**config.mk**
```make
export PLATFORM = sky130hd
export DESIGN_NAME = conway_board_scanner
export DESIGN_NICKNAME = d
export VERILOG_FILES = /design/src/rtl/conway_pkg.sv /design/src/rtl/conway_row_popcount.sv /design/src/rtl/conway_board_scanner.sv
export SDC_FILE = /design/constraint.sdc
export NUM_CORES = 1
export LEC_CHECK = 0
export BUFFER_PORTS_ARGS = -buffer_cell sky130_fd_sc_hd__buf_4
export CORE_MARGIN = 2
export CORE_UTILIZATION = 47
export CTS_CLUSTER_SIZE = 28
export DETAILED_ROUTE_END_ITERATION = 10
export HOLD_SLACK_MARGIN = 0.15
export PLACE_DENSITY = 0.87
export SLEW_MARGIN = 20
export SYNTH_ARGS = -nofsm -noshare
export SYNTH_HDL_FRONTEND = slang
export SYNTH_HIERARCHICAL = 1
export SYNTH_SLANG_ARGS = --single-unit
```
**constraint.sdc**
```tcl
create_clock -name clk -period 2.55 [get_ports clk]
set_clock_uncertainty 0.15 [all_clocks]
set_input_delay 0.1275 -clock clk [delete_from_list [all_inputs] [get_ports clk]]
set_output_delay 0.1275 -clock clk [all_outputs]
set_load 0.02 [all_outputs]
```
**src/rtl/conway_pkg.sv**
```systemverilog
// Shared types and default dimensions for the Game of Life board scanner.
package conway_pkg;

  typedef enum logic [1:0] {
    IDLE = 2'd0,
    SEND = 2'd1,
    DONE = 2'd2
  } scan_state_t;

  localparam int CONWAY_ROWS        = 8;
  localparam int CONWAY_COLS        = 8;
  localparam int CONWAY_FRAME_CNT_W = 16;

endpackage

```
**src/rtl/conway_row_popcount.sv**
```systemverilog
// Combinational binary adder tree counting live cells in one board row.
// Built only when CONWAY_SCANNER_POPCOUNT_EN is defined.
`ifdef CONWAY_SCANNER_POPCOUNT_EN
module conway_row_popcount #(
  parameter  int COLS = 8,
  localparam int PW   = $clog2(COLS + 1)
) (
  input  logic [COLS-1:0] bits,
  output logic [PW-1:0]   pop
);

  generate
    if (COLS == 1) begin : g_leaf
      assign pop = bits;
    end else begin : g_node
      // Split the row in two halves and add their counts.
      localparam int LO = COLS / 2;
      localparam int HI = COLS - LO;
      localparam int LW = $clog2(LO + 1);
      localparam int HW = $clog2(HI + 1);

      logic [LW-1:0] lo_pop_s;
      logic [HW-1:0] hi_pop_s;

      conway_row_popcount #(.COLS(LO)) u_lo (
        .bits (bits[LO-1:0]),
        .pop  (lo_pop_s)
      );

      conway_row_popcount #(.COLS(HI)) u_hi (
        .bits (bits[COLS-1:LO]),
        .pop  (hi_pop_s)
      );

      assign pop = PW'(lo_pop_s) + PW'(hi_pop_s);
    end
  endgenerate

endmodule
`endif

```
**src/rtl/conway_board_scanner.sv**
```systemverilog
// Snapshots the live Game of Life board on request and streams it one row per
// valid/ready transfer. Optional row/frame popcount: CONWAY_SCANNER_POPCOUNT_EN.
module conway_board_scanner
  import conway_pkg::*;
#(
  parameter int ROWS = CONWAY_ROWS,
  parameter int COLS = CONWAY_COLS
) (
  input  logic                            clk,
  input  logic                            rst,
  input  logic                            snap,
  input  logic [ROWS*COLS-1:0]            board_q,
  output logic                            row_valid,
  input  logic                            row_ready,
  output logic [COLS-1:0]                 row_data,
  output logic [$clog2(ROWS)-1:0]         row_idx,
  output logic                            row_last,
  output logic                            busy,
  output logic                            frame_done,
  output logic [CONWAY_FRAME_CNT_W-1:0]   frame_count,
  output logic                            overrun,
  output logic [$clog2(COLS+1)-1:0]       row_pop,
  output logic [$clog2(ROWS*COLS+1)-1:0]  pop_total
);

  localparam int RW = $clog2(ROWS);
  localparam int PW = $clog2(COLS + 1);
  localparam int TW = $clog2(ROWS * COLS + 1);
  localparam int FW = CONWAY_FRAME_CNT_W;
  localparam logic [RW-1:0] LAST_ROW = RW'(ROWS - 1);

  scan_state_t               state_r;
  scan_state_t               state_s;
  logic [ROWS-1:0][COLS-1:0] snap_r;
  logic [RW-1:0]             idx_r;
  logic [FW-1:0]             frame_count_r;
  logic                      overrun_r;
  logic                      accept_s;
  logic                      xfer_s;
  logic                      last_s;

  assign row_valid   = (state_r == SEND);
  assign last_s      = (idx_r == LAST_ROW);
  assign xfer_s      = row_valid & row_ready;
  assign row_data    = snap_r[idx_r];
  assign row_idx     = idx_r;
  assign row_last    = row_valid & last_s;
  assign busy        = (state_r != IDLE);
  assign frame_done  = (state_r == DONE);
  assign frame_count = frame_count_r;
  assign overrun     = overrun_r;

  // State register.
  always_ff @(posedge clk or posedge rst) begin
    if (rst) begin
      state_r <= IDLE;
    end else begin
      state_r <= state_s;
    end
  end

  // Next-state decode; a snap is only accepted from IDLE.
  always_comb begin
    state_s  = state_r;
    accept_s = 1'b0;
    case (state_r)
      IDLE: begin
        if (snap) begin
          state_s  = SEND;
          accept_s = 1'b1;
        end else begin
          state_s  = IDLE;
        end
      end
      SEND: begin
        if (xfer_s && last_s) begin
          state_s = DONE;
        end else begin
          state_s = SEND;
        end
      end
      DONE:    state_s = IDLE;
      default: state_s = IDLE;
    endcase
  end

  // Snapshot, row pointer, frame counter and sticky overrun flag.
  always_ff @(posedge clk or posedge rst) begin
    if (rst) begin
      snap_r        <= {(ROWS*COLS){1'b0}};
      idx_r         <= {RW{1'b0}};
      frame_count_r <= {FW{1'b0}};
      overrun_r     <= 1'b0;
    end else begin
      if (accept_s) begin
        snap_r <= board_q;
        idx_r  <= {RW{1'b0}};
      end else if (xfer_s && !last_s) begin
        idx_r  <= idx_r + RW'(1);
      end
      if (state_r == DONE) begin
        frame_count_r <= frame_count_r + FW'(1);
      end
      if (snap && (state_r != IDLE)) begin
        overrun_r <= 1'b1;
      end
    end
  end

`ifdef CONWAY_SCANNER_POPCOUNT_EN
  logic [PW-1:0] pop_s;
  logic [TW-1:0] acc_r;
  logic [TW-1:0] total_r;

  conway_row_popcount #(.COLS(COLS)) u_pop (
    .bits (row_data),
    .pop  (pop_s)
  );

  // Accumulate live cells per transferred row; publish at the end of DONE.
  always_ff @(posedge clk or posedge rst) begin
    if (rst) begin
      acc_r   <= {TW{1'b0}};
      total_r <= {TW{1'b0}};
    end else begin
      if (accept_s) begin
        acc_r <= {TW{1'b0}};
      end else if (xfer_s) begin
        acc_r <= acc_r + TW'(pop_s);
      end
      if (state_r == DONE) begin
        total_r <= acc_r;
      end
    end
  end

  assign row_pop   = pop_s;
  assign pop_total = total_r;
`else
  assign row_pop   = {PW{1'b0}};
  assign pop_total = {TW{1'b0}};
`endif

endmodule

```
# Word level (Yosys, flattened, before mapping)
# Cells that the tools add are included.
[totals]
elab_cells = 36
inputBits = 68
reg_bits = 86
[op_classes]
n_addsub = 2
n_bitwise = 2
order_cmp = 1
n_eq_ne = 3
mux = 9
n_reduce_logical = 7
[ops]
columns = ["op", "count"]
rows = [
  ["$bmux W8 S3", 1],
  ["$add A16 B1 Y16 const B", 1],
  ["$mux W8", 1],
  ["$mux W3", 2],
  ["$lt A3 B4 Y1 const B", 1],
  ["$pmux W2 S2", 1],
  ["$reduce_bool A2 Y1", 2],
  ["$add A3 B1 Y3 const B", 1],
  ["$eq A3 B3 Y1 const B", 1],
  ["$logic_and A1 B1 Y1", 3],
  ["$mux W1", 3],
  ["$and A1 B1 Y1", 2],
  ["$eq A2 B1 Y1 const B", 1],
  ["$eq A2 B2 Y1 const B", 1],
  ["$logic_not A2 Y1", 1],
  ["$mux W2", 1],
  ["$logic_not A1 Y1", 1],
]

# Depth between registers and ports, before layout
[depth]
ltp_word = 5
ltp_mapped = 6
depth_no_buf = 5

# Least setup slack after synthesis
# OpenSTA, ideal clock, no wires.
[synth_timing]
path_type = "register to output"
start = "register idx_r[0], in the netlist row_idx[0]"
end = "output row_data[0]"
arrival_time_ps = 1625
path_stages_with_launch = 5
n_path_buf = 2
slack_ps = 648
t_required_ps = 2273
path_cell_list = "dfrtp_1 buf_6 buf_12 mux4_1 mux2_2"
[synth_via]
elab_chain_len = 2
[synth_lines]
columns = ["item", "line_no", "text"]
rows = [
  ["from (decl)", "conway_board_scanner.sv:35", "logic [RW-1:0] idx_r;"],
  ["from (signal assigned)", "conway_board_scanner.sv:91", "idx_r <= {RW{1'b0}};"],
  ["from (signal assigned)", "conway_board_scanner.sv:97", "idx_r <= {RW{1'b0}};"],
  ["from (signal assigned)", "conway_board_scanner.sv:99", "idx_r <= idx_r + RW'(1);"],
  ["$bmux W8 S3", "conway_board_scanner.sv:45", "assign row_data = snap_r[idx_r];"],
  ["$mux W8 (not written as such)", "conway_board_scanner.sv:45", ""],
  ["to (decl)", "conway_board_scanner.sv:15", "output logic [COLS-1:0] row_data,"],
]
# No other way between the ends. The select of a mux whose other input is x is not followed.

# Final worst setup path
[layout_timing]
start = "register idx_r[0], in the netlist row_idx[0]"
end = "output row_data[4]"
# The elaborated chain is that of the path after synthesis.

==> metrics.md <==
| Metric | Value |
|---|---|
| Status | completed |
| Top cells by area in the synthesized netlist | dfrtp_1 (54%), mux2_2 (21%), mux4_1 (11%) |
| Die width | 96.2 um |
| Tot Pwr | 5.82 mW |
| RSZ-0062 raised after global routing | no |
| Pre-antenna DRT Iters | 5 |
| Antenna-violating nets left | 0 |
| Portion of synthesized cell area occupied by the leading cell type | 53.8% |
| Worst VDD drop | 0.646 mV |
| Final antenna diode count | 0 |
| # DRC | 0 |
| Maximum number of pins on one net before global-route repair | 69 |
| FF+latch count, synth | 86 |
| Resize count post-CTS | 0 |
| Number of pins with negative max-slew slack in the final report | 0 |
| Pin slew with the least headroom to its limit | 0.711 ns |
| P_leak | 2.62 nW |
| Placeable core region | 8220 sq um |
| Area leader, netlist | dfrtp_1 |
| Mean instance size in the synthesized netlist | 15.3 sq um |
| Capture instance of the worst register-to-register path | row_idx[1] |
| Synth Warn # | 6 |
| Initial detailed-routing violation count | 130 |
| Class of the most critical setup path | reg2out |
| Power density of the placed cells | 1020 nW/um^2 |
| Total die area | 9260 sq um |
| Share of final-layout standard cells stronger than drive strength 1 | 44.5% |
| Slowest library cell on the worst path | mux4_1 |
| Count of input and output buffers | 99 |
| Count of pins on the block boundary | 111 |
| Overflow left after global routing | 0 |
| Slack of the worst reg-to-reg path | 0.53 ns |
| Routability cong. | 0.833 |
| CP Max Fanout | 14 |
| Sum of negative setup slack | 0 ns |
| Cell breakdown of the critical path | buf_12 > mux4_1 > mux2_2 > buf_4 |
| # nets final | 498 |
| Combined buffer and inverter count along the critical path | 2 |
| Sink count of the clock tree | 86 |
| Maximum number of buffers from clock root to sink | 2 |
| Endpoints failing hold | 0 |
| Total GRT Usage | 21.3% |
| Master cell of the clock root buffer | clkbuf_8 |
| Number of antenna violations at the first check in global routing | 0 |
| Worst skew pair latency | 0.34 ns |
| Min cycle time layout | 2.37 ns |
| Clock tree from TritonCTS | yes |
| Worst min path class | in2async |
| Final setup vio count | 0 |
| Number of buffers inserted for hold repair after clock tree synthesis | 67 |
| Number of vias after detailed routing | 2774 |
| Slowest cell delay on critical path | 0.56 ns |
| Startpoint Class | flop |
| Crit-path leading delay family | multiplexers |
| Number of different library cells in the post-synthesis netlist | 30 |
| Y dimension of the die | 96.2 um |
| Endpoint class of the critical path | primary output |
| Ratio of final minimum period to clock period | 92.8% |
| Mean routed wirelength per cell | 17.5 um |
| Row count | 33 |
| Register-to-Register Path Depth | 5 |
| Worst path arrival time | 2.09 ns |
| First-pass GRT wire length | 14600 um |
| Max_slew headroom | 52.5% |
| Layout area overhead | 42.3% |
| Final core area utilization | 69.2% |
| Vias in the first global route | 2924 |
| Setup bufs post-CTS | 0 |
| Initial core utilization | 48.7% |
| Reported max-cap violation count | 0 |
| DRT Wirelength | 9390 um |
| Reg-to-Reg Start | row_idx[1] |
| CTS clock-pin slew for the worst setup and hold paths | 0.08 ns |
| Total standard cell area after synthesis | 4000 sq um |
| Fillers | 554 |
| Seq/Total Area, Yosys | 53.8% |
| Num CTS Buffers | 9 |
| DR vias/cell | 5.18 |
| Number of cells produced by synthesis | 262 |
| Number of H-tree branching levels | 3 |
| Required time reported for the critical path endpoint | 2.27 ns |
| Upper clock frequency limit | 0.422 GHz |
| Dpl hpwl | 6180 um |
layout make-up:
| cell class | count | area [sq um] | area share (%) |
|---|---|---|---|
| clock buffer | 12 | 155 | 2.73 |
| clock inverter | 3 | 67.6 | 1.19 |
| inverter | 2 | 8.76 | 0.154 |
| multi-input combinational | 158 | 1690 | 29.7 |
| sequential | 86 | 2150 | 37.8 |
| tap | 105 | 131 | 2.31 |
| timing repair buffer | 170 | 1480 | 26.0 |
cell usage after synthesis:
library cell	n
dfrtp_1	86
mux2_2	73
mux4_1	16
buf_4	12
xnor2_1	9
nor2_1	8
xor2_1	7
buf_2	6
nand3_1	5
nand4_1	5
clkbuf_1	4
nand2_1	4
buf_6	3
ha_1	3
a21o_1	2
inv_1	2
mux2i_1	2
nor2b_1	2
or2_1	2
and2_1	1
and3_1	1
and3b_1	1
and4_1	1
buf_12	1
conb_1	1
nand3b_1	1
nand4b_1	1
nor2_2	1
nor3_1	1
nor4_1	1
through the flow:
step / hold slack [ns] / instance area [sq um] / setup WS [ns] / std cells
after floorplan: 0.0944 / 4040 / 0.0507 / 272
after global placement: 0.0954 / 4790 / 0.610 / 454
after detailed placement: 0.115 / 4790 / 0.556 / 454
after CTS: 0.293 / 5690 / 0.162 / 536
after global routing: 0.340 / 5690 / 0.0960 / 536
final: 0.285 / 5690 / 0.183 / 536
sequential cells by signal (all words and copies together) (netlist names):
name         count
frame_count     16
snap_r          64
row_idx          3
state_r          2
overrun          1
how the worst max path moves through the flow:
stage	slack [ns]	end	cells past startpoint	start
after detailed placement	0.56	row_idx[1]	5	row_idx[1]
final	0.18	row_data[4]	4	row_idx[0]
after CTS	0.16	row_data[5]	4	row_idx[0]
after global placement	0.61	row_data[4]	4	row_idx[0]
after global routing	0.1	row_data[3]	4	row_idx[0]
after floorplan	0.05	frame_count[0]	1	rst
cells in the final DEF, fill, tap and decap left out, types with 2 or more instances in the layout:
master / n
buf_4: 100
dfrtp_1: 86
mux2_2: 73
dlygate4sd3_1: 67
mux4_1: 16
conb_1: 11
clkbuf_8: 11
xnor2_1: 9
nor2_1: 8
xor2_1: 7
nand4_1: 5
nand3_1: 5
nand2_1: 4
ha_1: 3
buf_12: 3
nor2b_1: 2
or2_1: 2
mux2i_1: 2
a21o_1: 2
bufinv_16: 2
cells by family (layout without fill, tap and decap cells):
kind of cell	after synthesis	after routing	synth area share [%]
mux	91	91	31.6
flops	86	86	53.8
simple gates	35	35	4.76
buf+inv	28	187	4.91
xor+xnor	16	16	3.51
fa+ha+maj	3	3	0.939
compound gates	2	2	0.375
other cells	1	11	0.0938
report_power, final:
group / internal, mW / total [mW] / switching [mW] / leakage [nW]
clock network: 0.601 / 1.06 / 0.457 / 0.109
logic: 1.46 / 2.40 / 0.937 / 1.46
registers: 1.93 / 2.36 / 0.439 / 1.05
total: 3.99 / 5.82 / 1.83 / 2.62
worst min-delay path, cell delays in order:
cell	delay [ns]
dlygate4sd3_1	0.54
buf_4	0.14
clkinv_2	0.47
routing by layer:
metal	part of all wire, %	vias to the layer above	GRT usage [%]
met5	0	-	0
met4	0.93	0	4.17
met3	7.7	12	7.28
met2	53	119	38.7
met1	39	1378	24.4
li1	-	1265	-
Note: power is estimated with default switching activity, not from simulation.
